===== src/rtl/bus_debug_unit_if.sv =====
// Shared-bus view of the debug unit: drive request/mode in, bus sample in, drive value and enable out.
// Latency: pure wiring, no storage.
// Backpressure: none; the bus is sampled and driven every cycle.
interface bus_debug_unit_if #(
    parameter int WIDTH = 16
);
    logic             drive_req;
    logic [1:0]       drive_mode;
    logic [WIDTH-1:0] bus_in;
    logic [WIDTH-1:0] bus_out;
    logic             bus_oe;

    modport master (
        input  drive_req,
        input  drive_mode,
        input  bus_in,
        output bus_out,
        output bus_oe
    );

    modport slave (
        output drive_req,
        output drive_mode,
        output bus_in,
        input  bus_out,
        input  bus_oe
    );
endinterface


===== src/rtl/bus_debug_unit.sv =====
// Bus debug unit: drives a stepped test pattern onto the shared bus and captures triggered bus samples.
// Latency: drive/capture state updates 1 clk after a step; rd_data 1 clk after rd_idx; bus_oe combinational.
// Backpressure: none; every step is consumed, capture halts when full unless the buffer wraps.
module bus_debug_unit #(
    parameter int               WIDTH = 16,
    parameter int               DEPTH = 8,
    parameter logic [WIDTH-1:0] SEED  = 'h5500,
    parameter bit               WRAP  = 1'b0,
    parameter int               LED_W = 5
) (
    input  logic                     clk,
    input  logic                     reset,
    input  logic                     step,
    bus_debug_unit_if.master         bus,
    input  logic                     arm,
    input  logic                     stop,
    input  logic [WIDTH-1:0]         trig_value,
    input  logic [WIDTH-1:0]         trig_mask,
    input  logic [$clog2(DEPTH)-1:0] rd_idx,
    output logic [WIDTH-1:0]         rd_data,
    output logic [$clog2(DEPTH):0]   cap_count,
    output logic                     full,
    output logic [1:0]               state,
    output logic [LED_W-1:0]         led
);
    localparam int AW = $clog2(DEPTH);
    localparam int CW = AW + 1;

    typedef enum logic [1:0] {
        ST_IDLE      = 2'b00,
        ST_ARMED     = 2'b01,
        ST_CAPTURING = 2'b10,
        ST_DONE      = 2'b11
    } state_t;

    state_t           state_q;
    state_t           state_d;
    logic [WIDTH-1:0] drive_reg;
    logic [AW-1:0]    wr_ptr;
    logic [CW-1:0]    cap_cnt;
    logic [AW-1:0]    oldest;
    logic [AW-1:0]    rd_ptr;
    logic             match;
    logic             do_cap;
    logic             do_clear;
    logic [WIDTH-1:0] mem [DEPTH];

    assign bus.bus_out = drive_reg;
    assign bus.bus_oe  = bus.drive_req;
    assign state       = state_q;
    assign cap_count   = cap_cnt;
    assign full        = (cap_cnt == CW'(DEPTH));
    assign match       = (((bus.bus_in ^ trig_value) & trig_mask) == '0);

    // Only a wrapped, full buffer has its oldest entry anywhere but slot 0.
    assign oldest = (WRAP && full) ? wr_ptr : '0;
    assign rd_ptr = oldest + rd_idx;

    // Test-pattern generator: advances on each step while the bus is requested.
    always_ff @(posedge clk) begin
        if (reset) begin
            drive_reg <= SEED;
        end else if (step && bus.drive_req) begin
            case (bus.drive_mode)
                2'b00:   drive_reg <= drive_reg + WIDTH'(1);
                2'b01:   drive_reg <= drive_reg - WIDTH'(1);
                2'b10:   drive_reg <= drive_reg;
                default: drive_reg <= {drive_reg[WIDTH-2:0], drive_reg[WIDTH-1]};
            endcase
        end
    end

    // Trigger/capture sequencing; stop overrides arm and capture in every state.
    always_comb begin
        state_d  = state_q;
        do_cap   = 1'b0;
        do_clear = 1'b0;
        if (step) begin
            unique case (state_q)
                ST_IDLE, ST_DONE: begin
                    if (!stop && arm) begin
                        state_d  = ST_ARMED;
                        do_clear = 1'b1;
                    end
                end
                ST_ARMED: begin
                    if (stop) begin
                        state_d = ST_DONE;
                    end else if (match) begin
                        do_cap  = 1'b1;
                        state_d = ST_CAPTURING;
                    end
                end
                ST_CAPTURING: begin
                    if (stop) begin
                        state_d = ST_DONE;
                    end else begin
                        do_cap = 1'b1;
                        // The capture that fills a non-wrapping buffer also ends the run.
                        if (!WRAP && (cap_cnt == CW'(DEPTH - 1))) begin
                            state_d = ST_DONE;
                        end
                    end
                end
                default: state_d = ST_IDLE;
            endcase
        end
    end

    // State, write pointer, fill count and LED snapshot.
    always_ff @(posedge clk) begin
        if (reset) begin
            state_q <= ST_IDLE;
            wr_ptr  <= '0;
            cap_cnt <= '0;
            led     <= '0;
        end else begin
            state_q <= state_d;
            if (do_clear) begin
                wr_ptr  <= '0;
                cap_cnt <= '0;
            end else if (do_cap) begin
                wr_ptr <= wr_ptr + AW'(1);
                if (!full) begin
                    cap_cnt <= cap_cnt + CW'(1);
                end
                led <= bus.bus_in[LED_W-1:0];
            end
        end
    end

    // Capture storage; contents are left alone by reset.
    always_ff @(posedge clk) begin
        if (!reset && do_cap) begin
            mem[wr_ptr] <= bus.bus_in;
        end
    end

    // Registered readback, refreshed every clock regardless of step.
    always_ff @(posedge clk) begin
        if (reset) begin
            rd_data <= '0;
        end else begin
            rd_data <= mem[rd_ptr];
        end
    end
endmodule


===== src/flat_wrapper.sv =====
// flat-port wrapper written by rule: the top's interface ports become plain ports
module bus_debug_unit_flat 
#(
    parameter int               WIDTH = 16,
    parameter int               DEPTH = 8,
    parameter logic [WIDTH-1:0] SEED  = 'h5500,
    parameter bit               WRAP  = 1'b0,
    parameter int               LED_W = 5
)
  (clk, reset, step, arm, stop, trig_value, trig_mask, rd_idx, rd_data, cap_count, full, state, led, bus_drive_req, bus_drive_mode, bus_bus_in, bus_bus_out, bus_bus_oe);
  bus_debug_unit_if #(.WIDTH(WIDTH)) bus_i ();
  input  logic clk;
  input  logic reset;
  input  logic step;
  input  logic arm;
  input  logic stop;
  input  logic [WIDTH-1:0] trig_value;
  input  logic [WIDTH-1:0] trig_mask;
  input  logic [$clog2(DEPTH)-1:0] rd_idx;
  output logic [WIDTH-1:0] rd_data;
  output logic [$clog2(DEPTH):0] cap_count;
  output logic full;
  output logic [1:0] state;
  output logic [LED_W-1:0] led;
  input wire logic [$bits(bus_i.drive_req)-1:0] bus_drive_req;
  input wire logic [$bits(bus_i.drive_mode)-1:0] bus_drive_mode;
  input wire logic [$bits(bus_i.bus_in)-1:0] bus_bus_in;
  output wire logic [$bits(bus_i.bus_out)-1:0] bus_bus_out;
  output wire logic [$bits(bus_i.bus_oe)-1:0] bus_bus_oe;
  assign bus_i.drive_req = bus_drive_req;
  assign bus_i.drive_mode = bus_drive_mode;
  assign bus_i.bus_in = bus_bus_in;
  assign bus_bus_out = bus_i.bus_out;
  assign bus_bus_oe = bus_i.bus_oe;
  bus_debug_unit #(.WIDTH(WIDTH), .DEPTH(DEPTH), .SEED(SEED), .WRAP(WRAP), .LED_W(LED_W)) u_core (.clk(clk), .reset(reset), .step(step), .bus(bus_i), .arm(arm), .stop(stop), .trig_value(trig_value), .trig_mask(trig_mask), .rd_idx(rd_idx), .rd_data(rd_data), .cap_count(cap_count), .full(full), .state(state), .led(led));
endmodule

===== config.mk =====
export PLATFORM = sky130hd
export DESIGN_NAME = bus_debug_unit_flat
export DESIGN_NICKNAME = d
export VERILOG_FILES = /design/src/rtl/bus_debug_unit_if.sv /design/src/rtl/bus_debug_unit.sv /design/src/flat_wrapper.sv
export SDC_FILE = /design/constraint.sdc
export NUM_CORES = 1
export LEC_CHECK = 0
export CAP_MARGIN = 0
export CORE_MARGIN = 2
export CORE_UTILIZATION = 59
export CTS_CLUSTER_SIZE = 20
export DETAILED_ROUTE_END_ITERATION = 10
export PLACE_DENSITY = 0.83
export RECOVER_POWER = 50
export SETUP_SLACK_MARGIN = 0.3
export SLEW_MARGIN = 15
export SYNTH_ARGS = -nofsm -noshare
export SYNTH_HDL_FRONTEND = slang
export SYNTH_SLANG_ARGS = --single-unit

===== constraint.sdc =====
create_clock -name clk -period 6.4 [get_ports clk]
set_clock_uncertainty 0.1 [all_clocks]
set_input_delay 1.28 -clock clk [delete_from_list [all_inputs] [get_ports clk]]
set_output_delay 1.28 -clock clk [all_outputs]
set_load 0.01 [all_outputs]

=== Yosys cells after proc, flatten, opt, wreduce, memory -nomap -nowiden ===
Memory sizes are Yosys's and may differ from the RTL's. A register that Yosys moved wholly into a read port is not among the register bits.
Cells that the tools add are included.

* Memories kept: 1
* Latch bits: 0
* Input port bits: 59
* RAM bits: 128
* Memory bits (read-only): 0
* Bits in registers: 30
* Output and inout port bits: 45

* Multiply operators: 0
* Shifts and indexed selects: 0
* Multiplexer cells: 17
* Order comparisons: 0
* Bitwise operators: 5
* Reduce and logical (&&, ||, !) cells: 14
* Equality and inequality tests: 10
* Add/subtract/negate cells: 4
* Divide/modulo/power cells: 0

{| class="wikitable"
|+ Memories
! memory !! depth !! width !! read ports !! clocked after memory_dff !! wr ports !! RTL line !! source
|-
| u_core.mem || 8 || 16 || 1 || 1 || 1 || bus_debug_unit.sv:46 || <nowiki>logic [WIDTH-1:0] mem [DEPTH];</nowiki>
|}

{| class="wikitable"
|+ Operators by type and width
! kind !! count
|-
| 16-bit one-hot mux with 3 select lines || 1
|-
| 16-bit by 1-bit adder with 16-bit output (second input constant) || 1
|-
| 16-bit bitwise AND || 1
|-
| 16-bit logical NOT || 1
|-
| 16-bit by 1-bit subtractor with 16-bit output (second input constant) || 1
|-
| 16-bit bitwise XOR || 1
|-
| 2-bit two-way mux || 5
|-
| 1-bit two-way mux || 9
|-
| 2-bit == test (second input constant) || 3
|-
| 3-bit by 2-bit inequality test with 1-bit output (second input constant) || 2
|-
| 2-bit one-hot mux with 3 select lines || 1
|-
| 2-bit AND reduction || 3
|-
| 4-bit by 1-bit adder with 4-bit output (second input constant) || 1
|-
| 2-bit by 1-bit == test with 1-bit output (second input constant) || 2
|-
| 4-bit by 3-bit == test with 1-bit output (second input constant) || 1
|-
| 4-bit == test (second input constant) || 1
|-
| 2-bit logical NOT || 2
|-
| 4-bit AND reduction || 1
|-
| 2-bit OR reduction || 2
|-
| 3-bit by 1-bit adder with 3-bit output (second input constant) || 1
|-
| 1-bit logical AND || 3
|-
| 1-bit NOT || 3
|-
| 1-bit logical NOT || 2
|-
| 2-bit by 1-bit inequality test with 1-bit output (second input constant) || 1
|-
| 1-bit one-hot mux with 2 select lines || 1
|}

=== Depth between registers and ports, before layout ===
Gate-level depths: netlist of run 1.

* Word-level depth: 10
* Depth in mapped cells: 12
* Depth with buffers taken out: 11

=== Worst setup path after synthesis of run 1 ===
No wires, ideal clock.

* Path type: input-to-reg
* Start point: input trig_value[15]
* End point: memory u_core.mem[0][0] (enable)
* Stages on the path: 7
* Arrival time: 4249 ps
* Setup time: 436 ps
* Data required time: 5864 ps
* Slack: 1614 ps
* Buffers on the path: 1
* Cell sequence: xor2_1 -> a22oi_1 -> nand4_2 -> o31ai_4 -> nand2_1 -> buf_2 -> nor4b_1

* Longest elaborated chain between the ends: 10

{| class="wikitable"
|+ Ends and longest elaborated chain
! element !! RTL line !! source
|-
| from (decl) || flat_wrapper.sv:17 || <nowiki>input logic [WIDTH-1:0] trig_value;</nowiki>
|-
| 16-bit bitwise XOR || bus_debug_unit.sv:53 || <nowiki>assign match = (((bus.bus_in ^ trig_value) & trig_mask) == '0);</nowiki>
|-
| 16-bit bitwise AND || bus_debug_unit.sv:53 ||
|-
| 16-bit logical NOT || bus_debug_unit.sv:53 ||
|-
| 1-bit two-way mux || bus_debug_unit.sv:89 || <nowiki>end else if (match) begin</nowiki>
|-
| 1-bit two-way mux || bus_debug_unit.sv:87 || <nowiki>if (stop) begin</nowiki>
|-
| 1-bit one-hot mux with 2 select lines || bus_debug_unit.sv:79 || <nowiki>unique case (state_q)</nowiki>
|-
| 1-bit two-way mux || bus_debug_unit.sv:78 || <nowiki>if (step) begin</nowiki>
|-
| 1-bit logical AND || bus_debug_unit.sv:134 || <nowiki>if (!reset && do_cap) begin</nowiki>
|-
| 1-bit two-way mux || bus_debug_unit.sv:134 ||
|-
| 1-bit two-way mux (not written as such) || bus_debug_unit.sv:135 || <nowiki>mem[wr_ptr] <= bus.bus_in;</nowiki>
|-
| to (decl) || bus_debug_unit.sv:46 ||
|}

Every way passes these cells.

=== Worst setup path in the final report of run 1 ===
* Start point: input bus_drive_mode[1]
* End point: register u_core.drive_reg[15], in the netlist u_core.bus.bus_out[15]

* Longest elaborated chain between the ends: 3
* Elaborated cells on any way between the ends: 6
* Classes of those cells: eq/ne: 2; mux: 1; bitwise: 1; reduce/logical: 2

{| class="wikitable"
|+ Ends and longest elaborated chain
! element !! RTL line !! source
|-
| from (decl) || flat_wrapper.sv:26 || <nowiki>input wire logic [$bits(bus_i.drive_mode)-1:0] bus_drive_mode;</nowiki>
|-
| branches (longest 3 deep; another with 16-bit one-hot mux with 3 select lines) || -- ||
|-
| to (signal assigned) || bus_debug_unit.sv:65 || <nowiki>2'b00: drive_reg <= drive_reg + WIDTH'(1);</nowiki>
|-
| to (signal assigned) || bus_debug_unit.sv:66 || <nowiki>2'b01: drive_reg <= drive_reg - WIDTH'(1);</nowiki>
|-
| to (signal assigned) || bus_debug_unit.sv:67 || <nowiki>2'b10: drive_reg <= drive_reg;</nowiki>
|-
| to (decl) || bus_debug_unit.sv:38 || <nowiki>logic [WIDTH-1:0] drive_reg;</nowiki>
|}

Parallel ways; which one is timed is not known.
A chain may end at the register's enable or synchronous reset.

==> impl_metrics.py, run 1 <==
metrics = {
    "outcome": {
        "status": "finished with violations",
        "violations": "capacitance limit, slew limit",
    },
    "synthesis": {
        "synth_top_family_by_area": "multiplexers",
        "synthFlopType": "edfxtp_1",
        "synth_fp_nets": 617,
        "async_flop_share_pct": 0,
        "synth_top_cell_by_area": "edfxtp_1",
        "yosysMostFrequentCell": "edfxtp_1",
        "synthSimpleGateAreaFrac_pct": 8.34,
        "yosysWarningCount": 0,
        "synth_seq_area_share_pct": 62.3,
        "synthTopCellsByArea": "edfxtp_1 50%, dfxtp_1 12%, mux4_2 9.4%",
        "synth.top_cell.area_share_pct": 50.3,
        "ys_seq_elements": 174,
        "synthAdderAreaFrac_pct": 3.37,
        "avgSynthCellArea_um2": 14.2,
        "synth-compound-area-share_pct": 8.28,
        "synth_xor_area_share_pct": 3.09,
        "yosysUniqueCellTypes": 56,
        "syn-cell-area_um2": 7650,
        "synth_common_cells": "128 x edfxtp_1, 46 x dfxtp_1, 40 x nor2_1",
        "synthMuxAreaShare_pct": 12.6,
        "synth_enable_flop_cells": 128,
        "syn_inst": 538,
    },
    "global_route": {
        "track_usage_pct": 27.4,
        "grt_antenna_before_repair": 0,
        "grt_pass1_wl_um": 28600,
        "overflow": 0,
        "grt_start_max_net_pins": 33,
        "grt_pass1_vias": 5355,
    },
    "clock_network": {
        "cts_tree": "yes",
        "post_cts_resized": 0,
        "postCtsSetupBuffers": 0,
        "clkLatencyLatePin_ns": 0.43,
        "htreeDepth": 4,
        "clock_path_buffers": 2,
        "root_buffer": "clkbuf_16",
        "cts.clk_slew.worst_paths_ns": 0.06,
        "ctsHoldBuffers": 0,
        "clkSinkCount": 174,
        "cts_made_buffers": 17,
    },
    "floorplan": {
        "rows": 41,
        "ios": 104,
        "start_util_pct": 60.6,
        "die-area_um2": 13900,
        "die_h_um": 118,
        "coreArea_um2": 12600,
        "fp.dieW_um": 118,
    },
    "critical_path": {
        "arrival_ns": 5.06,
        "cp-start-kind": "input pin",
        "path_max_fanout": 26,
        "worstPathRequired_ns": 6.58,
        "critPathKind": "input pin to register",
        "critPathCaptureType": "register",
    },
    "timing": {
        "fmax_ghz": 0.205,
        "setup_viol": 0,
        "worst_pin_slew_ns": 2.01,
        "rsz0062_at_grt": "no",
        "timing.hold.ws_ns": 0.372,
        "tns_ns": 0,
        "setup_ws_ns": 1.51,
        "finalHoldViolations": 0,
        "slew_viol_final": 33,
        "fin_crit_sh_pct": 76.4,
        "period_needed_ns": 4.89,
        "slew_headroom_pct": -34.2,
    },
    "finish": {
        "drive_gt1_share_pct": 11.0,
        "fin_cells": 833,
        "final_nets": 727,
        "syn2layout_area_growth_pct": 23.5,
        "fillers": 795,
        "fin_area_um2": 9450,
        "n_antenna_cell": 0,
    },
    "placement": {
        "hpwl_um": 11500,
        "placed_area_um2": 8890,
        "gp_congestion": 0.879,
        "port_buffers": 103,
        "dp_slack_ns": 1.15,
        "dpl.cell_count": 801,
    },
    "job": {
        "max_cap_viol_count": 1,
    },
    "route": {
        "totalWireLength_um": 18000,
        "drt_iter0_markers": 498,
        "vias": 5112,
        "ant_nets": 0,
        "vias_per_cell": 6.14,
        "drc_errors": 0,
        "detail_route.first_pass.iterations": 5,
        "wl_per_cell_um": 21.6,
    },
    "power": {
        "ir_drop_v": 0.000137,
        "leakage_nw": 3.41,
        "power_density_nw_per_um2": 265,
    },
    "worst_hold_path": {
        "hold_path_class": "register to register",
    },
}
-- per-stage QoR --
stage               power (W)  util, %
floorplan             0.00140        -
global placement      0.00150     70.4
detailed placement    0.00151     70.4
CTS                   0.00252     74.9
global route          0.00258     74.9
finish                0.00250     74.9
-- kinds of logic after synthesis --
kind of cell / after synthesis
adders and majority gates: 20
DFF: 174
AOI/OAI and AO/OA: 94
muxes: 56
xor gates and xnor gates: 27
and+or+nand+nor: 128
buffers and inverters: 39
-- power by group --
part / switching (W) / internal (W)
logic: 0.000132 / 0.000121
registers: 0.0000111 / 0.00122
clock network: 0.000401 / 0.000612
total: 0.000544 / 0.00196
-- state kept, by name, indices dropped and copies added, names as in the netlist --
register / count
u_core.bus.bus_out: 16
u_core.cap_count: 4
u_core.led: 5
u_core.mem: 128
u_core.rd_data: 16
u_core.state: 2
u_core.wr_ptr: 3
-- routing by layer --
layer  global-route usage (%)  routed length (um)  share of wire (%)
met2                     44.8                8980                 50
met5                        0                   0                  0
met4                     11.4                 434                2.4
met1                     35.6                7100                 40
met3                     6.25                1460                8.1
-- layout by cell type, fill, tap and decap left out, types with 3 or more instances in the layout --
master,Yosys,routed
and3_1,8,8
clkbuf_16,0,17
bufinv_16,0,3
nand2b_1,4,4
nand3_1,11,11
buf_4,1,9
and2_1,4,4
a21o_1,5,5
ha_1,19,19
o211ai_1,5,5
a211oi_1,5,5
mux2i_1,22,22
mux4_2,32,32
a21oi_1,25,25
o21a_1,6,6
a31oi_1,5,5
xnor2_1,7,7
nor3_1,11,11
nor2b_1,7,7
nor2_1,40,40
dlygate4sd3_1,0,46
clkbuf_1,16,9
inv_1,17,17
xor2_1,20,20
dfxtp_1,46,46
o21ai_0,16,16
edfxtp_1,128,128
a22oi_1,8,8
nand2_1,30,30
clkdlybuf4s50_1,0,56
-- worst paths after layout --
path                       endpoint  depth (start not counted)              start  slack, ns
max          u_core.bus.bus_out[15]                         13  bus_drive_mode[1]       1.51
min                   u_core.led[0]                          2      u_core.led[0]       0.37
min reg2reg           u_core.led[0]                          2      u_core.led[0]       0.37
max reg2reg       u_core.mem[6][15]                          6    u_core.state[0]       3.00
-- worst max-delay path: stages --
cell,delay [ns]
clkdlybuf4s50_1,0.39
buf_4,0.22
inv_1,0.36
nand2_1,0.22
inv_1,0.47
ha_1,0.36
a211oi_1,0.33
o21ai_0,0.18
a21oi_1,0.31
a32oi_1,0.27
and3_1,0.24
o311ai_0,0.27
o41ai_1,0.13
-- layout make-up --
cell class / instances / area [um^2] / area share (%)
well taps: 172 / 215 / 2.28
inverters: 17 / 63.8 / 0.675
clock buffers: 25 / 455 / 4.82
clock inverters: 7 / 111 / 1.18
multi-input cells: 325 / 2740 / 29.0
flip-flops and latches: 174 / 4760 / 50.4
repair buffers: 113 / 1100 / 11.6
(Power assumes the default switching activity.)
==> run 2, diff against run 1 <==
Settings changed: CORE_UTILIZATION 59 to 55, PLACE_DENSITY 0.83 to 0.78.
Clock period 6.4 ns to 4.7 ns, I/O delays scaled along.
==> impl_metrics.py, run 2 (same netlist as run 1, synthesis figures left out) <==
metrics = {
    "outcome": {
        "status": "finished with violations",
        "violations": "capacitance limit, slew limit",
    },
    "floorplan": {
        "die_h_um": 122,
        "die-area_um2": 14900,
        "rows": 43,
        "start_util_pct": 55.8,
        "fp.dieW_um": 122,
        "ios": 104,
        "coreArea_um2": 13700,
    },
    "timing": {
        "period_needed_ns": 3.83,
        "fmax_ghz": 0.261,
        "setup_ws_ns": 0.873,
        "rsz0062_at_grt": "no",
        "fin_crit_sh_pct": 81.4,
        "worst_pin_slew_ns": 2.00,
        "finalHoldViolations": 0,
        "slew_viol_final": 24,
        "setup_viol": 0,
        "tns_ns": 0,
        "slew_headroom_pct": -33.0,
    },
    "critical_path": {
        "cp-start-kind": "input pin",
        "critPathCaptureType": "register",
        "path_max_fanout": 11,
        "crit_buf_inv": 2,
        "critPathKind": "input pin to register",
        "r2r_slack_ns": 2.13,
        "cpMaxStageDelayCell": "dlygate4sd3_1",
        "cp_cell_sequence": "dlygate4sd3_1, xor2_1, a22oi_1, nand4_1, o31ai_4, nand2_1, nor2_1, and3_1, buf_12",
        "reg2regPathDepth": 8,
        "r2r-start": "u_core.bus.bus_out[1]",
        "rr_endpoint": "u_core.bus.bus_out[15]",
        "critPathTopFamily": "simple AND/OR/NAND/NOR gates",
        "arrival_ns": 3.87,
        "max_stage_delay_ns": 0.85,
        "worstPathRequired_ns": 4.74,
    },
    "placement": {
        "gp_congestion": 0.884,
        "dpl.cell_count": 821,
        "port_buffers": 103,
        "hpwl_um": 12000,
        "dp_slack_ns": 0.522,
    },
    "clock_network": {
        "cts_made_buffers": 17,
        "cts_tree": "yes",
        "cts.clk_slew.worst_paths_ns": 0.06,
        "clkLatencyLatePin_ns": 0.43,
        "postCtsSetupBuffers": 0,
        "clock_path_buffers": 2,
        "htreeDepth": 4,
        "ctsHoldBuffers": 0,
        "clkSinkCount": 174,
        "root_buffer": "clkbuf_16",
        "post_cts_resized": 0,
    },
    "finish": {
        "regMostFlops": "u_core.mem",
        "drive_gt1_share_pct": 13.2,
        "syn2layout_area_growth_pct": 25.7,
        "largest_reg_flops": 128,
        "final_common_cell": "edfxtp_1",
        "final_cell_mix": "128 x edfxtp_1, 51 x dlygate4sd3_1, 50 x clkdlybuf4s50_1",
        "fin_cells": 853,
        "final_util_pct": 70.1,
        "final_nets": 739,
    },
    "worst_hold_path": {
        "hold_path_end": "u_core.led[0]",
        "hold_path_class": "register to register",
        "hold_path_depth": 2,
        "min-delay-start": "u_core.led[0]",
    },
    "route": {
        "vias_per_cell": 5.94,
        "ant_nets": 0,
        "vias": 5068,
        "wl_per_cell_um": 20.9,
        "drc_errors": 0,
        "totalWireLength_um": 17900,
        "detail_route.first_pass.iterations": 5,
        "drt_iter0_markers": 462,
    },
    "global_route": {
        "track_usage_pct": 25.1,
        "grt_antenna_before_repair": 1,
        "grt_pass1_wl_um": 27100,
        "overflow": 0,
        "grt_start_max_net_pins": 40,
        "grt_pass1_vias": 5069,
    },
    "power": {
        "power_density_nw_per_um2": 358,
        "leakage_nw": 3.50,
        "ir_drop_v": 0.000291,
    },
    "job": {
        "max_cap_viol_count": 1,
    },
}
==> run 2: cell types whose count changed in the layout (fill, tap and decap cells not counted), sizes merged <==
| cell | before | now |
|---|---|---|
| buf | 10 | 23 |
| clkdlybuf4s50 | 56 | 50 |
| dlygate4sd3 | 46 | 51 |
| clkinv | 3 | 1 |
| clkinvlp | 0 | 2 |
| diode | 0 | 1 |
| inv | 18 | 17 |
==> run 2: through the flow <==
stage	hold slack, ns	power, W	area (um^2)
3_3_place_gp	0.366	0.00206	9040
5_1_grt	0.408	0.00354	9620
3_5_place_dp	0.368	0.00206	9040
2_1_floorplan	0.381	0.00190	7650
6_report	0.381	0.00344	9620
4_1_cts	0.380	0.00346	9620
==> run 2: worst min-delay path: cells and delay by family, from the launching register on <==
family | cells | cell delay, ns
flip-flops | 1 | 0.32
AND/OR/NAND/NOR | 1 | 0.05
AO/OA/AOI/OAI | 1 | 0.06
==> run 2: how the worst max path moves through the flow <==
| stage | startpoint | to | cells after the start |
|---|---|---|---|
| after global placement | bus_bus_in[3] | u_core.mem[1][15] | 9 |
| after global routing | bus_bus_in[3] | u_core.mem[1][15] | 9 |
| after CTS | bus_bus_in[3] | u_core.mem[2][6] | 9 |
| after floorplan | trig_value[15] | u_core.mem[0][0] | 7 |
| after detailed placement | bus_bus_in[3] | u_core.mem[2][15] | 9 |
| final | bus_bus_in[3] | u_core.mem[2][6] | 9 |
==> run 2: final cells by class <==
type | count | area [um^2]
sequential | 174 | 4760
fill | 909 | 4100
multi-input combinational | 325 | 2740
timing repair buffer | 125 | 1230
clock buffer | 25 | 475
tap | 180 | 225
clock inverter | 6 | 110
inverter | 17 | 63.8
antenna | 1 | 2.50
==> run 2: per-layer routing <==
| metal | wire, um | part of all wire, % | vias up | GRT usage [%] |
|---|---|---|---|---|
| li1 | - | - | 2308 | - |
| met5 | 0 | 0 | - | 0 |
| met3 | 1100 | 6.1 | 34 | 6.88 |
| met1 | 7320 | 41 | 2528 | 32.4 |
| met2 | 9030 | 51 | 198 | 41.2 |
| met4 | 423 | 2.4 | 0 | 9.12 |
==> run 2: report_power, final <==
| part | internal, W | switching (W) |
|---|---|---|
| clock network | 0.000861 | 0.000554 |
| logic | 0.000165 | 0.000180 |
| registers | 0.00166 | 0.0000143 |
| total | 0.00269 | 0.000749 |
